[src/rtl/accel_ram_ide_pkg.sv]
// Shared definitions for the SPI port controller: register map, CTRL/STATUS
// bit positions and the transfer FSM state encoding.
// No ports (package).
package accel_ram_ide_pkg;

  // Register addresses
  localparam logic [1:0] AddrData   = 2'd0;
  localparam logic [1:0] AddrCtrl   = 2'd1;
  localparam logic [1:0] AddrStatus = 2'd2;
  localparam logic [1:0] AddrRsvd   = 2'd3;

  // CTRL bit positions ([2:0] is DIV)
  localparam int unsigned CtrlCsEn  = 3;
  localparam int unsigned CtrlIoLsb = 4;

  // STATUS bit positions
  localparam int unsigned StatBusy = 0;
  localparam int unsigned StatDone = 1;
  localparam int unsigned StatOvr  = 2;

  typedef enum logic [1:0] {
    StIdle = 2'd0,
    StLow  = 2'd1,
    StHigh = 2'd2
  } spi_state_e;

endpackage

[src/rtl/spi_sck_timer.sv]
// SCK phase timer: counts cycles within one SCK phase and pulses phase_end on
// the last cycle of a phase (each phase lasts DIV+1 cycles).
// Ports:
//   clk, rst_n  - clock, asynchronous active-low reset
//   div         - divider value from CTRL
//   start       - transfer accepted this cycle (restarts the count, latches div)
//   run         - a transfer is in progress
//   phase_end   - last cycle of the current SCK phase
module spi_sck_timer (
  input  logic       clk,
  input  logic       rst_n,
  input  logic [2:0] div,
  input  logic       start,
  input  logic       run,
  output logic       phase_end
);

  logic [2:0] cnt;
  logic [2:0] div_lat;

  assign phase_end = run && (cnt == div_lat);

  // div is only sampled at phase boundaries so a mid-transfer DIV change
  // never shortens or stretches the phase already in progress.
  always_ff @(posedge clk or negedge rst_n) begin
    if (!rst_n) begin
      cnt     <= 3'd0;
      div_lat <= 3'd0;
    end else if (start || phase_end) begin
      cnt     <= 3'd0;
      div_lat <= div;
    end else if (run) begin
      cnt <= cnt + 3'd1;
    end
  end

endmodule

[src/rtl/spi_port_controller.sv]
// SPI mode-0 master with a small register interface and two GPIO outputs.
// Ports:
//   CPU_CLK, RESET_n            - clock, asynchronous active-low reset
//   REG_SEL/WR/ADDR/WDATA       - register access request (held until REG_ACK)
//   REG_RDATA, REG_ACK          - read data and one-cycle acknowledge
//   SPI_CS_n/SCK/MOSI, SPI_MISO - SPI pins (CS_n is software driven only)
//   IO_PORT                     - general-purpose outputs from CTRL[5:4]
module spi_port_controller
  import accel_ram_ide_pkg::*;
#(
  parameter logic [2:0] DEFAULT_DIV = 3'd7
) (
  input  logic       CPU_CLK,
  input  logic       RESET_n,
  input  logic       REG_SEL,
  input  logic       REG_WR,
  input  logic [1:0] REG_ADDR,
  input  logic [7:0] REG_WDATA,
  output logic [7:0] REG_RDATA,
  output logic       REG_ACK,
  output logic       SPI_CS_n,
  output logic       SPI_SCK,
  output logic       SPI_MOSI,
  input  logic       SPI_MISO,
  output logic [1:0] IO_PORT
);

  spi_state_e state;
  logic       armed;
  logic [2:0] div;
  logic       done;
  logic       ovr;
  logic [7:0] data_rd;
  logic [7:0] rx;
  logic [6:0] tx;      // bits still to send after the one on MOSI
  logic [2:0] bit_cnt;
  logic [7:0] rd_mux;

  logic accept, busy, wr_data, rd_data, start, phase_end, xfer_done;

  // One access per REG_SEL assertion; rearmed once REG_SEL is seen low.
  assign accept    = REG_SEL && armed;
  assign busy      = (state != StIdle);
  assign wr_data   = accept && REG_WR && (REG_ADDR == AddrData);
  assign rd_data   = accept && !REG_WR && (REG_ADDR == AddrData);
  assign start     = wr_data && !busy;
  assign xfer_done = (state == StHigh) && phase_end && (bit_cnt == 3'd7);

  spi_sck_timer u_sck_timer (
    .clk       (CPU_CLK),
    .rst_n     (RESET_n),
    .div       (div),
    .start     (start),
    .run       (busy),
    .phase_end (phase_end)
  );

  always_comb begin
    rd_mux = 8'h00;
    case (REG_ADDR)
      AddrData: rd_mux = data_rd;
      AddrCtrl: begin
        rd_mux[2:0]             = div;
        rd_mux[CtrlCsEn]        = ~SPI_CS_n;
        rd_mux[CtrlIoLsb +: 2]  = IO_PORT;
      end
      AddrStatus: begin
        rd_mux[StatBusy] = busy;
        rd_mux[StatDone] = done;
        rd_mux[StatOvr]  = ovr;
      end
      default: rd_mux = 8'h00;
    endcase
  end

  // Transfer FSM with registered pin outputs.
  always_ff @(posedge CPU_CLK or negedge RESET_n) begin
    if (!RESET_n) begin
      state    <= StIdle;
      SPI_SCK  <= 1'b0;
      SPI_MOSI <= 1'b1;
      tx       <= 7'h00;
      rx       <= 8'h00;
      bit_cnt  <= 3'd0;
    end else begin
      case (state)
        StIdle: begin
          if (start) begin
            state    <= StLow;
            SPI_SCK  <= 1'b0;
            SPI_MOSI <= REG_WDATA[7];
            tx       <= REG_WDATA[6:0];
            bit_cnt  <= 3'd0;
          end
        end
        StLow: begin
          if (phase_end) begin
            SPI_SCK <= 1'b1;
            rx      <= {rx[6:0], SPI_MISO};
            state   <= StHigh;
          end
        end
        StHigh: begin
          if (phase_end) begin
            SPI_SCK <= 1'b0;
            bit_cnt <= bit_cnt + 3'd1;
            if (bit_cnt == 3'd7) begin
              state    <= StIdle;
              SPI_MOSI <= 1'b1;
            end else begin
              SPI_MOSI <= tx[6];
              tx       <= {tx[5:0], 1'b0};
              state    <= StLow;
            end
          end
        end
        default: state <= StIdle;
      endcase
    end
  end

  // Register file and access handshake.
  always_ff @(posedge CPU_CLK or negedge RESET_n) begin
    if (!RESET_n) begin
      armed     <= 1'b1;
      REG_ACK   <= 1'b0;
      REG_RDATA <= 8'h00;
      div       <= DEFAULT_DIV;
      SPI_CS_n  <= 1'b1;
      IO_PORT   <= 2'b00;
      done      <= 1'b0;
      ovr       <= 1'b0;
      data_rd   <= 8'h00;
    end else begin
      REG_ACK   <= accept;
      REG_RDATA <= (accept && !REG_WR) ? rd_mux : 8'h00;

      if (!REG_SEL) begin
        armed <= 1'b1;
      end else if (accept) begin
        armed <= 1'b0;
      end

      if (accept && REG_WR && (REG_ADDR == AddrCtrl)) begin
        div      <= REG_WDATA[2:0];
        SPI_CS_n <= ~REG_WDATA[CtrlCsEn];
        IO_PORT  <= REG_WDATA[CtrlIoLsb +: 2];
      end

      if (xfer_done) begin
        data_rd <= rx;
      end

      // Completion wins over a coincident DATA read; the read sees the old byte.
      if (xfer_done) begin
        done <= 1'b1;
      end else if (rd_data) begin
        done <= 1'b0;
      end

      if (wr_data && busy) begin
        ovr <= 1'b1;
      end else if (accept && REG_WR && (REG_ADDR == AddrStatus)) begin
        ovr <= 1'b0;
      end
    end
  end

endmodule

[config.mk]
export PLATFORM = sky130hd
export DESIGN_NAME = spi_port_controller
export DESIGN_NICKNAME = d
export VERILOG_FILES = /design/src/rtl/accel_ram_ide_pkg.sv /design/src/rtl/spi_sck_timer.sv /design/src/rtl/spi_port_controller.sv
export SDC_FILE = /design/constraint.sdc
export NUM_CORES = 1
export LEC_CHECK = 0
export CORE_ASPECT_RATIO = 0.75
export CORE_MARGIN = 2
export CORE_UTILIZATION = 50
export CTS_CLUSTER_SIZE = 28
export DETAILED_ROUTE_END_ITERATION = 12
export HOLD_SLACK_MARGIN = 0.06
export PLACE_DENSITY_LB_ADDON = 0.12
export SLEW_MARGIN = 30
export SYNTH_ARGS = -nofsm -noshare
export SYNTH_HDL_FRONTEND = slang
export SYNTH_HIERARCHICAL = 1
export SYNTH_SLANG_ARGS = --single-unit
[constraint.sdc]
create_clock -name CPU_CLK -period 2.6 [get_ports CPU_CLK]
set_input_delay 0.52 -clock CPU_CLK [delete_from_list [all_inputs] [get_ports CPU_CLK]]
set_output_delay 0.52 -clock CPU_CLK [all_outputs]
set_load 0.01 [all_outputs]
==> flow_summary.ini <==
[status]
status = complete, no violations

[worst_setup_path]
path_class = reg -> reg
critical_path.top_delay_family = simple AND/OR/NAND/NOR gates
start_kind = register
path_cells = xnor2_1 -> and4_1 -> or4bb_1 -> o21ai_4 -> mux2_2
end_kind = register
arrival_ns = 2.47
slowest_stage = or4bb_1
crit_path_max_fanout = 7
required_ns = 2.79
cp_num_buf_inv = 0
critPathMaxStageDelay_ns = 0.57

[finish]
regArea_mm2 = 0.00136
nNetsFinal = 248
fill_cells = 373
final_util_pct = 61.2
multi_input_area_mm2 = 0.00104
syn_to_final_growth_pct = 19.2
drive_gt1_share_pct = 28.6
final_cells = 291
diodes = 0

[logic_synthesis]
synth_ff_type = dfrtp_1
syn_area_per_cell_um2 = 12.8
yosys.area.top_type_share_pct = 48.5
synth_area_leader_cell = dfrtp_1
synth_warnings = 6
ys_types = 40
synth-seq-cells = 54
netlist_top_cells_area = dfrtp_1 (49%), mux2_2 (15%), dfstp_2 (6.4%)
syn-instance-count = 194
seq_area_frac_synth_pct = 54.9
synth_fp_nets = 212
synth_edf_count = 0
async_flop_share_pct = 100
syn_area_mm2 = 0.00247

[placement]
io_buffers = 28
dp_cells = 283
dpl.hpwl_um = 3460
place.gp.congestion = 0.736

[grt]
grt_pass1_vias = 1679
grt_pass1_wl_um = 8270
antenna_found_initial = 0
grt_overflow_total = 0
track_usage_pct = 19.5
grt_max_degree = 45

[cts]
cts_buffers = 5
cts_tree = built
root_buffer = clkbuf_8
path_clk_slew_ns = 0.09
insertion_delay_ns = 0.30
cts_resized = 0
clock-sinks = 54
clock_path_buffers = 2
htree_levels = 2
post_cts_buffers = 0
cts_hold_buffers = 0

[floorplanning]
rows = 22
ioPinCount = 29
fp.dieW_um = 85.2
die_height_um = 64.9
die_area_mm2 = 0.00553
core_area_mm2 = 0.00482
start_util_pct = 51.4

[timing]
setup_violations = 0
finClkSkew_ns = 0.00596
setup-tns-final_ns = 0
maxSlewViolCount = 0
timing.slew.headroom_pct = 63.2
hold_viol = 0
worst_pin_slew_ns = 0.551
rsz0062_at_grt = no
period_share_pct = 87.7
finalCriticalPeriod_ns = 2.28
fmax_ghz = 0.438

[detailed_routing]
viasPerCell = 5.41
drt-total-wl_um = 4880
ant_nets = 0
vias = 1573
post_drt_wl_per_cell_um = 16.8
firstDrtPassIters = 4
initialDrtViolationCount = 113
drc = 0

[power]
total_power_w = 0.00257
p_per_area_mw_per_mm2 = 870
vdd_drop_max_v = 0.000443
power.leakage_nw = 1.34

[job]
max_cap_violations = 0

[hold_path]
min_path_type = in -> async
[per-layer routing]
metal,up-vias,track usage (%),wire (µm)
li1,756,-,-
met1,774,27.3,2450
met2,34,29.3,2190
met3,9,4.59,171
met4,0,7.94,73
met5,-,0,0
[stage by stage]
stage               cell area, µm²  setup slack (ns)  hold WS (ns)
global placement              2860             0.350         0.461
CTS                           2950             0.334         0.388
finish                        2950             0.319         0.203
floorplan                     2470             0.203         0.224
global route                  2950             0.267         0.226
detailed placement            2860             0.316         0.466
[power breakdown]
group	total, W	internal, W	switching (W)	leakage, nW
sequential	0.00123	0.00107	0.000160	0.674
clock	0.000475	0.000218	0.000257	0.0455
combinational	0.000863	0.000463	0.000400	0.617
total	0.00257	0.00175	0.000817	1.34
[cells by family after synthesis]
| kind of cell | synth area share (%) |
|---|---|
| flip-flops | 54.9 |
| buffers and inverters | 2.93 |
| multiplexers | 19.9 |
| AO/OA/AOI/OAI | 7.28 |
| AND/OR/NAND/NOR | 11.7 |
| adder cells (fa/ha/maj) | 1.52 |
| XOR/XNOR | 1.77 |
[layout by cell type (no fill, tap or decap), types with 3 or more instances in the layout]
master / netlist / routed
a2bb2oi_1: 3 / 3
dfstp_2: 6 / 6
o21ai_0: 7 / 7
and2_1: 3 / 3
ha_1: 3 / 3
nor2_1: 12 / 12
nand2_1: 5 / 5
nor2b_1: 6 / 6
o311ai_0: 4 / 4
mux2i_1: 8 / 8
xnor2_1: 4 / 4
or2_2: 3 / 3
buf_4: 0 / 10
clkbuf_8: 0 / 6
inv_1: 10 / 10
nand3b_1: 4 / 4
dfrtp_1: 48 / 48
clkdlybuf4s50_1: 0 / 27
mux2_2: 34 / 34
[final cells by class]
type	instances	area share (%)
Sequential cell	54	46.1
Multi-Input combinational cell	122	35.4
Timing Repair Buffer	37	11.7
Clock buffer	8	3.05
Tap cell	60	2.54
Inverter	10	1.27
[state kept, by name, indices dropped and copies added, names as in the netlist, 3 cells and up]
register and count:
REG_RDATA 8, bit_cnt 3, data_rd 8, div 3, rx 8, tx 7
u_sck_timer/cnt 3, u_sck_timer/div_lat 3
[path summary, 6_finish.rpt]
kind,endpoint,slack (ns),start,cells after the start
setup / recovery,tx[4],0.32,u_sck_timer/cnt[1],5
hold / removal,rx[5],0.20,RESET_n,1
setup reg to reg,tx[4],0.32,u_sck_timer/cnt[1],5
hold reg to reg,REG_RDATA[7],0.48,data_rd[7],1
max in group asynchronous,u_sck_timer/cnt[2],1.83,RESET_n,2
min in group CPU_CLK,REG_RDATA[7],0.48,data_rd[7],1
[cell usage after synthesis, types with 2 or more instances]
| cell | count |
|---|---|
| buf_2 | 4 |
| o311ai_0 | 4 |
| dfstp_2 | 6 |
| dfrtp_1 | 48 |
| ha_1 | 3 |
| mux2_4 | 2 |
| and2_1 | 3 |
| xnor2_1 | 4 |
| o21ai_0 | 7 |
| clkbuf_1 | 3 |
| inv_1 | 10 |
| a2bb2oi_1 | 3 |
| and3b_1 | 2 |
| nand2_1 | 5 |
| mux2i_1 | 8 |
| nor3_1 | 2 |
| or2_2 | 3 |
| a21oi_1 | 2 |
| nand3b_1 | 4 |
| nor2_1 | 12 |
| nor3b_1 | 2 |
| nor2b_1 | 6 |
| mux2_2 | 34 |
Note: power is estimated with default switching activity, not from simulation.
